===== src/rtl/audio_dac_serializer.sv =====
// audio_dac_serializer: mono 16-bit sample to I2S stereo stream with BCLK divider,
// one-deep holding register and underrun repeat of the last sample.
module audio_dac_serializer #(
  parameter int BCLK_HALF = 16
) (
  input  logic        Clk,
  input  logic        Reset,
  input  logic [15:0] sample_in,
  input  logic        sample_valid,
  output logic        sample_ready,
  output logic        AUD_BCLK,
  output logic        AUD_DACLRCK,
  output logic        AUD_DACDAT,
  output logic        frame_start,
  output logic        underrun
);
  logic [7:0]  div;
  logic [4:0]  bit_cnt, nxt;
  logic [31:0] frame;
  logic [15:0] hold, last_sample;
  logic        hold_full, wrap, fall, load;
  always_comb begin
    wrap = div == 8'(BCLK_HALF - 1);
    fall = wrap & AUD_BCLK;
    nxt  = bit_cnt + 5'd1;
    load = fall & (nxt == 5'd0);
  end
  assign sample_ready = !hold_full;
  // 5'd0 - nxt yields index 32-k, and 0 at k=0 picks the outgoing frame's LSB
  always_ff @(posedge Clk or negedge Reset)
    if (!Reset) begin
      div         <= '0;
      bit_cnt     <= 5'd31;
      frame       <= '0;
      hold        <= '0;
      last_sample <= '0;
      hold_full   <= 1'b0;
      AUD_BCLK    <= 1'b0;
      AUD_DACLRCK <= 1'b1;
      AUD_DACDAT  <= 1'b0;
      frame_start <= 1'b0;
      underrun    <= 1'b0;
    end else begin
      div         <= wrap ? '0 : div + 8'd1;
      frame_start <= load;
      underrun    <= load & !hold_full;
      if (wrap) AUD_BCLK <= !AUD_BCLK;
      if (fall) begin
        bit_cnt     <= nxt;
        AUD_DACLRCK <= nxt[4];
        AUD_DACDAT  <= frame[5'd0 - nxt];
      end
      if (load) frame <= hold_full ? {hold, hold} : {last_sample, last_sample};
      if (load && hold_full) begin
        last_sample <= hold;
        hold_full   <= 1'b0;
      end else if (sample_valid && !hold_full) begin
        hold      <= sample_in;
        hold_full <= 1'b1;
      end
    end
endmodule


===== config.mk =====
export PLATFORM = sky130hd
export DESIGN_NAME = audio_dac_serializer
export DESIGN_NICKNAME = d
export VERILOG_FILES = /design/src/rtl/audio_dac_serializer.sv
export SDC_FILE = /design/constraint.sdc
export NUM_CORES = 1
export LEC_CHECK = 0
export ABC_CLOCK_PERIOD_IN_PS = 2400
export BUFFER_PORTS_ARGS = -buffer_cell sky130_fd_sc_hd__buf_2
export CORE_MARGIN = 3
export CORE_UTILIZATION = 28
export CTS_CLUSTER_SIZE = 25
export DETAILED_ROUTE_END_ITERATION = 8
export HOLD_SLACK_MARGIN = 0.02
export PLACE_DENSITY = 0.48
export SYNTH_ARGS = -nofsm -noshare
export SYNTH_HDL_FRONTEND = slang
export SYNTH_SLANG_ARGS = --single-unit

===== constraint.sdc =====
create_clock -name Clk -period 2.4 [get_ports Clk]
set_input_delay 0.48 -clock Clk [delete_from_list [all_inputs] [get_ports Clk]]
set_output_delay 0.48 -clock Clk [all_outputs]
set_load 0.005 [all_outputs]

==> summary.txt, run 1 <==
STA
  • Setup ws final: 0.160 ns
  • Fmax achieved: 446 MHz
  • Tmin final: 2.24 ns
  • Unrepaired setup endpoints after global routing: false
  • Finish-stage setup viols: 0
  • Max transition margin: 0.727
  • Setup_tns: 0 ns
  • Final Max Slew Viols: 0
  • Worst slew pin tran: 0.408 ns
  • Hold Vio Cnt, Final: 0
  • Layout Skew: 0.0119 ns
  • Period utilization: 0.933

GRT
  • Gr ovfl total: 0
  • Total GRT Usage: 0.101
  • Initial antenna violation count: 0
  • First-pass GRT wire length: 8990 µm
  • Largest net degree at the start of global routing: 67
  • Vias in the first global route: 1775

Routing
  • Via count: 1689
  • DRT iter0 DRCs: 54
  • Pre-Repair DR Iteration Count: 3
  • ANT nets after route: 0
  • Wire per inst: 13.1 µm
  • DR DRC count: 0
  • Total Routed Length: 5120 µm
  • Vias per cell: 4.33

Logic synthesis
  • Largest cells by area after synthesis: dfrtp_1, mux2_2, mux2i_1, mux2_4, dfstp_2
  • Post-Synthesis Cells: 221
  • Avg Cell Area, Syn: 13.2 µm²
  • Syn nets: 242
  • FF+latch count, synth: 66
  • Syn. warnings: 0
  • Syn Std Cell Area: 2910 µm²
  • Area share of the largest cell type after synthesis: 0.525
  • Post-synth EDFFs: 0
  • Sequential-to-total area share from yosys stat: 0.570
  • Top cell type by total area after synthesis: dfrtp_1
  • Most frequent cell after synthesis: dfrtp_1
  • Top cells by count, synth: dfrtp_1, nand2_1, mux2_2
  • Most used DFF post-synth: dfrtp_1
  • Asr flop ratio synth: 1.00
  • Yosys cell types: 37

Clocking
  • Setup Fix Bufs, Post-CTS: 0
  • CTS tree: yes
  • Worst-Skew Late Latency: 0.34 ns
  • Post-CTS Resized: 0
  • H-tree depth: 3
  • CTS max path bufs: 2
  • Clock transition at path regs: 0.07 ns
  • Sink Count: 66
  • CTS Buf Count: 9
  • CTS Hold Bufs: 0
  • Clk root buf: clkbuf_8

Worst setup path
  • Crit. Startpoint: bit_cnt[1]$_DFFE_PN1P_
  • Reg-to-Reg Start: bit_cnt[1]$_DFFE_PN1P_
  • R2r endpoint: AUD_DACDAT$_DFFE_PN0P_
  • Worst path required time: 2.66 ns
  • Critical Path Max Stage Delay: 0.60 ns
  • CP Data Arrival Time: 2.50 ns
  • Family with the most delay on the worst path: flip-flops
  • Setup CP Type: register to register
  • Critical path cell sequence: ha_1 > or4bb_1 > a21o_1 > o211ai_2 > mux2i_1 > mux2_2 > o21ai_1
  • Worst-path fanout max: 7
  • R2r setup slk: 0.16 ns
  • Slowest-stage cell, CP: dfstp_2
  • Kind of start point of the critical path: register
  • Worst R2R Path Depth: 7
  • CP bufs+invs: 0
  • Setup crit end kind: register

Floorplan
  • Core ar.: 9950 µm²
  • Boundary Pins: 25
  • Die H: 108 µm
  • Die footprint: 11600 µm²
  • Initial Util: 0.292
  • # rows: 36
  • Die Wd: 108 µm

Cells and area
  • Final Core Density: 0.341
  • Layout area overhead: 16.7%
  • Post-layout net count: 273
  • Final cell count without fillers: 390
  • Layout cells sized above 1: 0.366
  • Ant diodes: 0

Placement
  • Final HPWL DP: 3340 µm
  • Dpl cells: 374
  • Place WS: 0.184 ns
  • GP Congestion: 0.731
  • PortBufs: 24

Outcome
  • Status: complete, no violations

Power
  • LEAKAGE: 1.69 nW
  • Worst VDD drop: 0.312 mV
  • Power Density: 636 nW/µm²

Flow run
  • Maxcap violations: 0

Hold path
  • HP Class: input port to asynchronous set/reset pin
==> how the worst max path moves through the flow <==
stage	to	slack [ns]	cells after the start
final	AUD_DACDAT$_DFFE_PN0P_	0.16	7
after global routing	AUD_DACDAT$_DFFE_PN0P_	0.05	7
after CTS	AUD_DACDAT$_DFFE_PN0P_	0.15	7
after detailed placement	AUD_DACDAT$_DFFE_PN0P_	0.18	7
after global placement	AUD_DACDAT$_DFFE_PN0P_	0.23	7
after floorplan	AUD_DACDAT$_DFFE_PN0P_	0.26	7
==> area by class of cell <==
class                      count  area [µm²]
clock buffer                  14         183
clock inverter                 2        10.0
fill                        1004        6560
inverter                       2        7.51
multi-input combinational    143        1190
sequential                    66        1660
tap                          133         166
timing repair buffer          30         178
==> metal layers <==
metal | vias to the layer above | track usage | part of all wire
li1 | 834 | - | -
met1 | 826 | 0.132 | 0.48
met2 | 21 | 0.152 | 0.46
met3 | 8 | 0.0360 | 0.039
met4 | 0 | 0.0379 | 0.018
met5 | - | 0 | 0
==> logic make-up after synthesis <==
family | after synthesis | share of synthesized area
DFF | 66 | 0.570
muxes | 55 | 0.232
and+or+nand+nor | 51 | 0.0874
AOI/OAI and AO/OA | 24 | 0.0482
buffers and inverters | 12 | 0.0202
xor gates and xnor gates | 11 | 0.0331
adders and majority gates | 2 | 0.00860
==> state kept, by name (all words and copies together) (netlist names) <==
register	cells
AUD_DACDAT	1
frame_start	1
last_sample	16
AUD_BCLK	1
bit_cnt	4
hold	16
frame	16
div	8
AUD_DACLRCK	1
underrun	1
hold_full	1
==> placed cells by master (no fill, tap or decap), drive strengths merged, types with 4 or more instances in the layout <==
| master | n |
|---|---|
| buf | 30 |
| clkbuf | 14 |
| dfrtp | 61 |
| dfstp | 5 |
| mux2 | 33 |
| mux2i | 18 |
| mux4 | 4 |
| nand2 | 29 |
| nor2 | 6 |
| o21ai | 18 |
| xnor2 | 5 |
| xor2 | 6 |
==> per-stage QoR <==
stage	total power, mW	area, µm²	hold slack, ns
after CTS	2.21	3390	0.158
after floorplan	1.23	2910	0.184
after detailed placement	1.29	3200	0.458
after global routing	2.28	3390	0.166
final	2.16	3390	0.150
after global placement	1.29	3200	0.443
==> power breakdown <==
group	internal, mW	switching, mW	total [mW]
Clock	0.486	0.408	0.893
Sequential	1.15	0.0262	1.17
Combinational	0.0509	0.0404	0.0912
Total	1.68	0.474	2.16
Note: power is estimated with default switching activity, not from simulation.
==> inputs of run 2 (changes only) <==
CORE_UTILIZATION = 59   (was 28)
PLACE_DENSITY = 0.83   (was 0.48)
==> summary.txt, run 2 (synthesized netlist as in run 1, its figures left out) <==
Clocking
  • H-tree depth: 3
  • Setup Fix Bufs, Post-CTS: 0
  • CTS max path bufs: 2
  • CTS Hold Bufs: 0
  • Worst-Skew Late Latency: 0.33 ns
  • CTS Buf Count: 9
  • Sink Count: 66
  • Clock transition at path regs: 0.07 ns
  • Post-CTS Resized: 0
  • Clk root buf: clkbuf_8
  • CTS tree: yes

Placement
  • PortBufs: 24
  • GP Congestion: 0.821
  • Final HPWL DP: 3260 µm

STA
  • Fmax achieved: 450 MHz
  • Unrepaired setup endpoints after global routing: false
  • Finish-stage setup viols: 0
  • Fin Hold WS: 0.165 ns
  • Max transition margin: 0.779
  • Worst slew pin tran: 0.332 ns
  • Period utilization: 0.926
  • Final Max Slew Viols: 0
  • Setup_tns: 0 ns
  • Tmin final: 2.22 ns
  • Layout Skew: 0.00651 ns
  • Hold Vio Cnt, Final: 0

Worst setup path
  • Setup CP Type: register to register
  • Setup crit end kind: register
  • Reg-to-Reg Start: bit_cnt[1]$_DFFE_PN1P_
  • CP Data Arrival Time: 2.48 ns
  • Worst path required time: 2.66 ns
  • Kind of start point of the critical path: register
  • Crit. Startpoint: bit_cnt[1]$_DFFE_PN1P_
  • Worst-path fanout max: 7

Routing
  • Total Routed Length: 4710 µm
  • Pre-Repair DR Iteration Count: 4
  • DR DRC count: 0
  • Vias per cell: 5.27
  • DRT iter0 DRCs: 49
  • Wire per inst: 14.6 µm
  • Via count: 1701
  • ANT nets after route: 0

Cells and area
  • Most common cell after layout, fill and taps aside: dfrtp_1
  • Layout area overhead: 14.7%
  • Post-layout net count: 275
  • Largest registers: frame: 16 flops, hold: 16 flops, last_sample: 16 flops
  • Ant diodes: 0
  • Commonest non-fill, non-tap cells in the layout: dfrtp_1, nand2_1, mux2_2, buf_2, mux2i_1
  • Fillers: 322
  • Layout cells sized above 1: 0.368

Floorplan
  • Initial Util: 0.637
  • # rows: 24
  • Die footprint: 5810 µm²
  • Die Wd: 76.2 µm
  • Core ar.: 4560 µm²
  • Die H: 76.2 µm
  • Boundary Pins: 25

GRT
  • Initial antenna violation count: 0
  • Gr ovfl total: 0
  • Total GRT Usage: 0.179
  • Vias in the first global route: 1791
  • Largest net degree at the start of global routing: 67
  • First-pass GRT wire length: 8160 µm

Power
  • LEAKAGE: 1.70 nW
  • Worst VDD drop: 0.509 mV
  • Power Density: 659 nW/µm²

Flow run
  • Maxcap violations: 0

Hold path
  • HP Class: input port to asynchronous set/reset pin

Outcome
  • Status: complete, no violations
-- run 2: cell count changes in the layout (fill, tap and decap cells not counted), sizes merged --
| cell | previous run | this run |
|---|---|---|
| clkbuf | 14 | 13 |
| buf | 30 | 32 |
| clkinv | 2 | 1 |
| bufinv | 0 | 1 |
-- run 2: path summary, 6_finish.rpt --
check	to	slack (ns)	depth (start not counted)
worst max-delay path	AUD_DACDAT$_DFFE_PN0P_	0.18	7
min in group Clk	hold[15]$_DFFE_PN0P_	0.38	2
worst min register to register	frame[28]$_DFFE_PN0P_	0.48	2
worst min-delay path	hold_full$_DFFE_PN0P_	0.17	2
max in group asynchronous	bit_cnt[1]$_DFFE_PN1P_	1.94	2
worst max register to register	AUD_DACDAT$_DFFE_PN0P_	0.18	7
-- run 2: through the flow --
| stage | cell area, µm² | total power [mW] | setup WS [ns] | cells | util |
|---|---|---|---|---|---|
| CTS | 3330 | 2.23 | 0.162 | 323 | 0.731 |
| global route | 3330 | 2.29 | 0.0355 | 323 | 0.731 |
| detailed placement | 3130 | 1.29 | 0.169 | 308 | 0.686 |
| global placement | 3130 | 1.28 | 0.272 | 308 | 0.686 |
| finish | 3330 | 2.20 | 0.177 | 323 | 0.731 |
| floorplan | 2910 | 1.23 | 0.262 | 221 | - |
-- run 2: area by class of cell --
class,instances,area (µm²),area share
flip-flops and latches,66,1660,0.497
multi-input cells,143,1190,0.357
repair buffers,32,193,0.0578
clock buffers,13,169,0.0507
well taps,65,81.3,0.0244
clock inverters,2,35.0,0.0105
inverters,2,7.51,0.00225
-- run 2: power breakdown --
part | total [mW] | internal (mW) | switching [mW] | leakage, nW
Clock | 0.931 | 0.558 | 0.373 | 0.106
Sequential | 1.17 | 1.15 | 0.0252 | 0.859
Combinational | 0.0916 | 0.0510 | 0.0406 | 0.737
-- run 2: per-layer routing --
metal / share of wire / up-vias / GRT usage
met5: 0 / - / 0
met4: 0.0093 / 0 / 0.0707
met3: 0.035 / 5 / 0.0567
met2: 0.50 / 26 / 0.299
met1: 0.45 / 838 / 0.216
li1: - / 832 / -
-- run 2: worst max-delay path, stage by stage (launching register included) --
cell and delay, ns:
dfstp_2 0.58, ha_1 0.29, or4bb_1 0.52, a21o_1 0.19, o211ai_2 0.10, mux2i_1 0.11, mux2_2 0.26, o21ai_1 0.11
